`src/rtl/rv_pkg.sv`:
```
// Shared integer-core definitions for the register-file writer: widths,
// write-back entry layout, arbiter source encoding and a decoder helper.
package rv_pkg;

  localparam int unsigned REG_AW = 5;
  localparam int unsigned XLEN   = 32;
  localparam int unsigned NREGS  = 32;

  typedef struct packed {
    logic [REG_AW-1:0] rd;
    logic [XLEN-1:0]   data;
  } wb_entry_t;

  typedef enum logic [1:0] {
    WB_NONE = 2'd0,
    WB_ALU  = 2'd1,
    WB_LSU  = 2'd2
  } wb_src_e;

  // One-hot register mask; x0 never produces a bit.
  function automatic logic [NREGS-1:0] reg_onehot(input logic [REG_AW-1:0] r,
                                                  input logic en);
    logic [NREGS-1:0] m;
    m = '0;
    if (en && (r != '0)) m[r] = 1'b1;
    return m;
  endfunction

endpackage

```
`src/rtl/wb_fifo.sv`:
```
// Small result FIFO for long-latency write-backs; wrap-around pointers with an
// extra bit to tell full from empty.
module wb_fifo
  import rv_pkg::*;
#(
  parameter int unsigned DEPTH = 2
) (
  input  logic      clk,
  input  logic      rst,
  input  logic      push_i,
  input  wb_entry_t din_i,
  input  logic      pop_i,
  output wb_entry_t dout_o,
  output logic      full_o,
  output logic      empty_o
);

  localparam int unsigned AW = (DEPTH > 1) ? $clog2(DEPTH) : 1;

  logic [AW:0] wr_ptr_q, wr_ptr_d;
  logic [AW:0] rd_ptr_q, rd_ptr_d;
  wb_entry_t   mem_q [DEPTH];
  logic        do_push, do_pop;

  assign empty_o = (wr_ptr_q == rd_ptr_q);
  assign full_o  = (wr_ptr_q[AW] != rd_ptr_q[AW]) &&
                   (wr_ptr_q[AW-1:0] == rd_ptr_q[AW-1:0]);
  assign do_push = push_i && !full_o;
  assign do_pop  = pop_i && !empty_o;
  assign dout_o  = mem_q[rd_ptr_q[AW-1:0]];

  always_comb begin
    wr_ptr_d = wr_ptr_q;
    rd_ptr_d = rd_ptr_q;
    if (do_push) wr_ptr_d = wr_ptr_q + (AW+1)'(1);
    if (do_pop)  rd_ptr_d = rd_ptr_q + (AW+1)'(1);
  end

  always_ff @(posedge clk or posedge rst) begin
    if (rst) begin
      wr_ptr_q <= '0;
      rd_ptr_q <= '0;
    end else begin
      wr_ptr_q <= wr_ptr_d;
      rd_ptr_q <= rd_ptr_d;
    end
  end

  always_ff @(posedge clk) begin
    if (do_push) mem_q[wr_ptr_q[AW-1:0]] <= din_i;
  end

endmodule

```
`src/rtl/regfile_wb_ctrl.sv`:
```
// Register-file write-port owner: merges ALU and buffered LSU/MDU results into
// one registered write per cycle and tracks outstanding long-latency targets.
module regfile_wb_ctrl
  import rv_pkg::*;
#(
  parameter int unsigned DEPTH      = 2,
  parameter int unsigned STARVE_MAX = 4
) (
  input  logic              clk,
  input  logic              rst,
  input  logic              alu_valid,
  input  logic [REG_AW-1:0] alu_rd,
  input  logic [XLEN-1:0]   alu_data,
  output logic              alu_stall,
  input  logic              lsu_valid,
  output logic              lsu_ready,
  input  logic [REG_AW-1:0] lsu_rd,
  input  logic [XLEN-1:0]   lsu_data,
  input  logic              issue_valid,
  input  logic [REG_AW-1:0] issue_rd,
  input  logic [REG_AW-1:0] chk_rs1,
  input  logic [REG_AW-1:0] chk_rs2,
  output logic              rs1_busy,
  output logic              rs2_busy,
  output logic              w_ce,
  output logic [REG_AW-1:0] w_a,
  output logic [XLEN-1:0]   write_data
);

  localparam int unsigned CW = $clog2(STARVE_MAX + 1);
  localparam logic [CW-1:0] SMAX = CW'(STARVE_MAX);

  wb_entry_t         lsu_entry, head, sel;
  logic              fifo_full, fifo_empty, push, pop;
  wb_src_e           src;

  logic              w_ce_q, w_ce_d;
  logic [REG_AW-1:0] w_a_q, w_a_d;
  logic [XLEN-1:0]   w_data_q, w_data_d;
  logic [NREGS-1:0]  busy_q, busy_d;
  logic [CW-1:0]     starve_q, starve_d;
  logic              stall_q, stall_d;

  // Ready comes from the registered pointers only, so it never depends on pop.
  assign lsu_ready = !fifo_full;
  assign push      = lsu_valid && !fifo_full;
  assign lsu_entry = '{rd: lsu_rd, data: lsu_data};

  wb_fifo #(.DEPTH(DEPTH)) u_fifo (
    .clk     (clk),
    .rst     (rst),
    .push_i  (push),
    .din_i   (lsu_entry),
    .pop_i   (pop),
    .dout_o  (head),
    .full_o  (fifo_full),
    .empty_o (fifo_empty)
  );

  always_comb begin
    src = WB_NONE;
    if (alu_valid)        src = WB_ALU;
    else if (!fifo_empty) src = WB_LSU;
  end

  assign pop = (src == WB_LSU);

  always_comb begin
    sel      = '{rd: alu_rd, data: alu_data};
    w_ce_d   = 1'b0;
    w_a_d    = w_a_q;
    w_data_d = w_data_q;
    if (src == WB_LSU) sel = head;
    if (src != WB_NONE) begin
      w_ce_d   = (sel.rd != '0);
      w_a_d    = sel.rd;
      w_data_d = sel.data;
    end
  end

  // Clear lands on the same edge that raises w_ce for the LSU entry; a
  // same-cycle issue to that rd re-sets it because a newer op is outstanding.
  always_comb begin
    busy_d    = (busy_q & ~reg_onehot(head.rd, pop)) | reg_onehot(issue_rd, issue_valid);
    busy_d[0] = 1'b0;
  end

  always_comb begin
    starve_d = starve_q;
    stall_d  = stall_q;
    if (pop) begin
      starve_d = '0;
      stall_d  = 1'b0;
    end else begin
      if (fifo_full && (src == WB_ALU) && (starve_q != SMAX))
        starve_d = starve_q + CW'(1);
      if (starve_d == SMAX) stall_d = 1'b1;
    end
  end

  always_ff @(posedge clk or posedge rst) begin
    if (rst) begin
      w_ce_q   <= 1'b0;
      w_a_q    <= '0;
      w_data_q <= '0;
      busy_q   <= '0;
      starve_q <= '0;
      stall_q  <= 1'b0;
    end else begin
      w_ce_q   <= w_ce_d;
      w_a_q    <= w_a_d;
      w_data_q <= w_data_d;
      busy_q   <= busy_d;
      starve_q <= starve_d;
      stall_q  <= stall_d;
    end
  end

  assign w_ce       = w_ce_q;
  assign w_a        = w_a_q;
  assign write_data = w_data_q;
  assign alu_stall  = stall_q;
  assign rs1_busy   = busy_q[chk_rs1];
  assign rs2_busy   = busy_q[chk_rs2];

`ifndef SYNTHESIS
  alu_stall_protocol : assert property (@(posedge clk) disable iff (rst)
    !(stall_q && alu_valid));
`endif

endmodule

```
`config.mk`:
```
export PLATFORM = sky130hd
export DESIGN_NAME = regfile_wb_ctrl
export DESIGN_NICKNAME = d
export VERILOG_FILES = /design/src/rtl/rv_pkg.sv /design/src/rtl/wb_fifo.sv /design/src/rtl/regfile_wb_ctrl.sv
export SDC_FILE = /design/constraint.sdc
export NUM_CORES = 1
export LEC_CHECK = 0
export ABC_AREA = 1
export BUFFER_PORTS_ARGS = -buffer_cell sky130_fd_sc_hd__buf_2
export CORE_MARGIN = 2
export CORE_UTILIZATION = 39
export CTS_BUF_LIST = sky130_fd_sc_hd__clkbuf_8
export CTS_CLUSTER_SIZE = 25
export DETAILED_ROUTE_END_ITERATION = 10
export PLACE_DENSITY = 0.59
export SKIP_LAST_GASP = 1
export SYNTH_ARGS = -nofsm -noshare
export SYNTH_HDL_FRONTEND = slang
export SYNTH_SLANG_ARGS = --single-unit
```
`constraint.sdc`:
```
create_clock -name clk -period 3.41 [get_ports clk]
set_input_delay 0.5115 -clock clk [delete_from_list [all_inputs] [get_ports clk]]
set_output_delay 0.5115 -clock clk [all_outputs]
set_load 0.03 [all_outputs]
```
# Word-level counts from Yosys, hierarchy flattened
# Memories as Yosys holds them, arrays and structs flattened.
# Cells that the tools add are included.
op_classes:
  addsub: 3
  n_lt_le_gt_ge: 6
  n_eq_ne: 7
  mux: 21
  bitwise: 3
  reduce_logical: 17
op_table:
  columns: ["op", "n"]
  rows:
  - ["32-bit 2-to-1 mux", 2]
  - ["37-bit 2-to-1 mux", 1]
  - ["32-bit AND", 1]
  - ["32-bit inverter", 1]
  - ["32-bit bitwise OR", 1]
  - ["5-bit by 6-bit < comparator with 1-bit output, second input constant", 4]
  - ["5-bit nonzero test", 3]
  - ["1-bit binary-select mux with 5-bit select", 2]
  - ["1-bit demux with 5-bit select", 2]
  - ["5-bit by 1-bit greater-or-equal comparator with 1-bit output, second input constant", 2]
  - ["1-bit logical AND", 10]
  - ["1-bit 2-to-1 mux", 9]
  - ["3-bit 2-to-1 mux", 3]
  - ["2-bit by 1-bit adder with 2-bit output, second input constant", 2]
  - ["2-bit 2-to-1 mux", 2]
  - ["2-bit nonzero test", 2]
  - ["3-bit by 1-bit adder with 3-bit output, second input constant", 1]
  - ["3-bit equality test, second input constant", 1]
  - ["3-bit != test, second input constant", 1]
  - ["2-bit by 1-bit equality test with 1-bit output, second input constant", 1]
  - ["2-bit equality test", 1]
  - ["2-bit equality test, second input constant", 1]
  - ["1-bit zero test", 2]
  - ["1-bit equality test", 1]
  - ["1-bit != test", 1]
word_totals:
  ff_bits: 77
  ramBits: 74
  inputBits: 94
  output_inout_bits: 42
  wordCells: 66
  n_memories: 1
mem_list:
  columns: ["name", "depth", "word_bits", "rd", "rd_ports_with_merged_regs", "write_ports", "line_no", "rtl"]
  rows:
  - ["u_fifo.mem_q", 2, 37, 1, 0, 1, "wb_fifo.sv:22", "wb_entry_t mem_q [DEPTH];"]

# Longest topological paths before layout
logic_depth:
  depth_word: 11
  ltp_mapped: 12
  ltp_nobuf: 10

# By module
# From an unflattened synthesis, not the netlist that was laid out.
unflattened:
  hier_cells: 787
  hier_area_um2: 7014.2
by_module_without_submodules:
  columns: ["mod", "instances", "cells_per_inst", "area_each_um2", "seq_area_each_um2"]
  rows:
  - ["regfile_wb_ctrl", 1, 552, 4060.1, 1826.8]
  - ["wb_fifo", 1, 235, 2954.1, 2322.2]

# Least setup slack after synthesis
# Ideal clock, no wire load.
synth_timing:
  kind: "flip-flop to flip-flop"
  start: "register u_fifo.rd_ptr_q[0]"
  end: "memory u_fifo.mem_q[1][0] (netlist bit) (enable)"
  setup_ps: 435
  arrival_time_ps: 2718
  required_ps: 2975
  setup_slack_ps: 256
  stages_incl_launch_ff: 7
  path_buffers: 1
  period_less_slack_ps: 3154
  path_cell_list: "dfrtp_1 > buf_6 > nand2_1 > nand2_4 > nand2_1 > nand2_1 > nor2_1"
synth_via:
  elab_chain_len: 7
synth_rtl:
  columns: ["item", "line_no", "rtl"]
  rows:
  - ["from (decl)", "wb_fifo.sv:21", "logic [AW:0] rd_ptr_q, rd_ptr_d;"]
  - ["from (signal assigned)", "wb_fifo.sv:45", "rd_ptr_q <= rd_ptr_d;"]
  - ["1-bit equality test *", "wb_fifo.sv:27", "(wr_ptr_q[AW-1:0] == rd_ptr_q[AW-1:0]);"]
  - ["1-bit logical AND *", "wb_fifo.sv:26", "assign full_o = (wr_ptr_q[AW] != rd_ptr_q[AW]) &&"]
  - ["1-bit zero test *", null, null]
  - ["net lsu_ready", "regfile_wb_ctrl.sv:16", "output logic lsu_ready,"]
  - ["1-bit logical AND", "regfile_wb_ctrl.sv:46", "assign push = lsu_valid && !fifo_full;"]
  - ["1-bit logical AND *", "wb_fifo.sv:28", "assign do_push = push_i && !full_o;"]
  - ["1-bit 2-to-1 mux *", "wb_fifo.sv:50", "if (do_push) mem_q[wr_ptr_q[AW-1:0]] <= din_i;"]
  - ["1-bit 2-to-1 mux (not written as such) *", "wb_fifo.sv:50", null]
  - ["to (decl)", "wb_fifo.sv:22", null]
# Mark *: on every way through the listed nets, which the timed path passes. The rest lies on a longest branch.

# Worst setup path after layout
layout_timing:
  start: "input chk_rs1[0]"
  end: "output rs1_busy"
layout_via:
  elab_chain_len: 2
layout_rtl:
  columns: ["item", "line_no", "rtl"]
  rows:
  - ["from (decl)", "regfile_wb_ctrl.sv:21", "input logic [REG_AW-1:0] chk_rs1,"]
  - ["1-bit binary-select mux with 5-bit select", "regfile_wb_ctrl.sv:123", "assign rs1_busy = busy_q[chk_rs1];"]
  - ["1-bit 2-to-1 mux (not written as such)", "regfile_wb_ctrl.sv:123", null]
  - ["to (decl)", "regfile_wb_ctrl.sv:23", "output logic rs1_busy,"]
# Every way passes these cells. The select of a mux whose other input is x is not followed.

==> impl_metrics.env <==
export IMPL_status="finished clean"
export IMPL_start_kind="input pin"
export IMPL_hpwl_um=12730
export IMPL_min_period_ns=2.502
export IMPL_wirelength_um=17950
export IMPL_cp_arrival_ns=1.99
export IMPL_clock_skew_ns=0.01590
export IMPL_crit_end="rs1_busy"
export IMPL_rsz0062_at_grt="no"
export IMPL_post_cts_buffers=0
export IMPL_finalCritPeriodShare_pct=73.38
export IMPL_fin_tns_setup_ns=0
export IMPL_grt_pass1_wl_um=28460
export IMPL_yosysUniqueCellTypes=30
export IMPL_leakage_nw=3.829
export IMPL_crit_fanout=18
export IMPL_max_freq_mhz=399.6
export IMPL_synth_cells=776
export IMPL_synth_top_area_share_pct=31.85
export IMPL_antenna_found_initial=1
export IMPL_vias_per_cell=4.882
export IMPL_multi_input_area_sq_um=2475
export IMPL_post_dp_cell_area_sq_um=7870
export IMPL_portBuffers=135
export IMPL_start_util_pct=40.06
export IMPL_drt_first_pass_iters=4
export IMPL_power_density_nw_per_um2=876.9
export IMPL_finalMaxSlewViolations=0
export IMPL_grt_overflow_total=0
export IMPL_use_met3_pct=5.224
export IMPL_ctsResizeCount=0
export IMPL_n_fill_cell=1715
export IMPL_cts_sinks=151
export IMPL_gp_congestion=0.8740
export IMPL_fin_nets=1006
export IMPL_yosysWarnings=0
export IMPL_drive_gt1_share_pct=22.75
export IMPL_use_met2_pct=32.39
export IMPL_cp_startpoint="chk_rs1[0]"
export IMPL_cts_made_buffers=17
export IMPL_grt_pass1_vias=5472
export IMPL_die_height_um=137.8
export IMPL_final_antenna_net_count=0
export IMPL_end_kind="output port"
export IMPL_slew_headroom_pct=53.31
export IMPL_cts_root_buffer="clkbuf_8"
export IMPL_core_sq_um=17420
export IMPL_max_cap_violations=0
export IMPL_cts_tree="built"
export IMPL_clk_pin_slew_worst_paths_ns=0.08
export IMPL_vdd_drop_max_uv=471.8
export IMPL_htreeDepth=4
export IMPL_synth_top_area_cell="edfxtp_1"
export IMPL_avgRoutedWirePerCell_um=15.63
export IMPL_syn_mean_instance_area_sq_um=8.992
export IMPL_worst_pin_slew_ns=0.6978
export IMPL_synthTopCellsByArea="edfxtp_1, dfrtp_1, nand2_1"
export IMPL_synth_seq_cells=151
export IMPL_grt_usage_pct=20.00
export IMPL_grt_max_degree=44
export IMPL_clk_path_buf_depth=2
export IMPL_die_w_um=137.8
export IMPL_fin_area_sq_um=8338
export IMPL_crit_reg2reg_launch="u_fifo.rd_ptr_q[0]"
export IMPL_rrSetupSlack_ns=1.15
export IMPL_ys_seq_area_share_pct=59.46
export IMPL_clk_latency_ns=0.45
export IMPL_min_path_type="input pin to async pin"
export IMPL_path_class="input pin to output port"
export IMPL_n_antenna_cell=0
export IMPL_setup_viol=0
export IMPL_num_rows=48
export IMPL_hold_viol_final=0
export IMPL_dieArea_sq_um=18980
export IMPL_required_ns=2.90
export IMPL_drc=0
export IMPL_drt_initial_drc_count=324
export IMPL_io_pins=136
export IMPL_top_usage_layer="met2"
export IMPL_rr_worst_depth=9
export IMPL_regArea_sq_um=4150
export IMPL_area_growth_pct=19.49
export IMPL_vias=5604
export IMPL_cts_hold_repair_buffers=0
export IMPL_met1_usage_pct=26.11
export IMPL_syn_cell_area_sq_um=6978
export IMPL_syn_nets=872
export IMPL_r2r_end="busy_q[27]"
## cell usage in the layout (no fill, tap or decap), types with 5 or more instances in the layout
| master | count |
|---|---|
| inv_1 | 47 |
| nand3_1 | 78 |
| nand2_2 | 5 |
| nor2_1 | 35 |
| edfxtp_1 | 74 |
| clkbuf_8 | 17 |
| nor2_4 | 6 |
| a31oi_1 | 7 |
| a22oi_1 | 5 |
| bufinv_16 | 6 |
| nand2_1 | 305 |
| inv_2 | 6 |
| o21ai_1 | 22 |
| o211ai_1 | 17 |
| dfrtp_1 | 76 |
| buf_2 | 135 |
| buf_4 | 8 |
| o21ai_0 | 26 |
| or2_2 | 11 |
| o22ai_1 | 7 |
## stage by stage
| stage | util [%] | power [mW] | instances | setup WS, ns | hold slack (ns) |
|---|---|---|---|---|---|
| 3_5_place_dp | 45.19 | 5.769 | 1116 | 0.9243 | 0.4702 |
| 2_1_floorplan | - | 4.894 | 776 | 0.2564 | 0.4417 |
| 6_report | 47.87 | 7.312 | 1148 | 0.9076 | 0.1292 |
| 3_3_place_gp | 45.19 | 5.736 | 1116 | 0.9665 | 0.4635 |
| 5_1_grt | 47.87 | 7.802 | 1148 | 0.7006 | 0.1517 |
| 4_1_cts | 47.87 | 7.380 | 1148 | 0.9218 | 0.1467 |
## synthesized netlist by cell type
cell / instances
a22oi_1: 5
xor2_1: 2
inv_2: 6
nand4_1: 2
nand2_4: 2
nand2_2: 5
inv_1: 47
nor2_4: 4
dfrtp_1: 77
or2_2: 11
a21oi_1: 3
buf_6: 5
a31oi_1: 7
buf_2: 10
o31ai_1: 1
o21ai_4: 1
buf_4: 1
ha_1: 2
o211ai_1: 17
edfxtp_1: 74
nor3_1: 1
o21ai_0: 26
clkbuf_1: 13
nand3_1: 78
nor2_1: 37
o21ai_1: 22
nand2_1: 305
o21ai_2: 3
clkinv_1: 2
o22ai_1: 7
## kinds of logic after synthesis
family / Yosys count / share of synthesized area (%)
xor+xnor: 2 / 0.2511
simple gates: 445 / 26.64
flops: 151 / 59.46
buf+inv: 84 / 5.290
compound gates: 92 / 7.997
fa+ha+maj: 2 / 0.3586
## worst min-delay path by stage
stage / to / depth (start not counted)
after CTS: write_data[10] / 2
final: write_data[12] / 2
after global routing: write_data[13] / 2
after global placement: busy_q[4] / 2
after floorplan: busy_q[2] / 2
after detailed placement: alu_stall / 2
## power breakdown
group	switching (mW)	total, mW	internal, mW
registers	0.453	3.06	2.61
clock network	0.663	1.60	0.935
logic	1.88	2.65	0.773
## worst max-delay path, cell delays in order
cell	delay, ns
buf_2	0.22
clkinv_1	0.43
o211ai_1	0.33
nand3_1	0.11
nand3_1	0.08
nand2_1	0.05
nand2_1	0.05
nand2_1	0.04
buf_2	0.17
## metal layers
metal	wire, um	share of wire [%]
met3	1003	5.6
met5	7	0.039
met2	8437	47
met4	314	1.7
met1	8185	46
## layout make-up
type	count	area share, %
clock buffer	17	2.806
clock inverter	15	2.806
inverter	55	2.491
multi-input combinational	541	29.68
sequential	151	49.77
tap	225	3.376
timing repair buffer	144	9.064
## sequential cells by signal, summed over array words and instances, names as in the netlist
register,cells
write_data,32
u_fifo.wr_ptr_q,2
alu_stall,1
w_a,5
w_ce,1
u_fifo.rd_ptr_q,2
u_fifo.mem_q,74
busy_q,31
starve_q,3
Power figures use the tool's default switching activity.
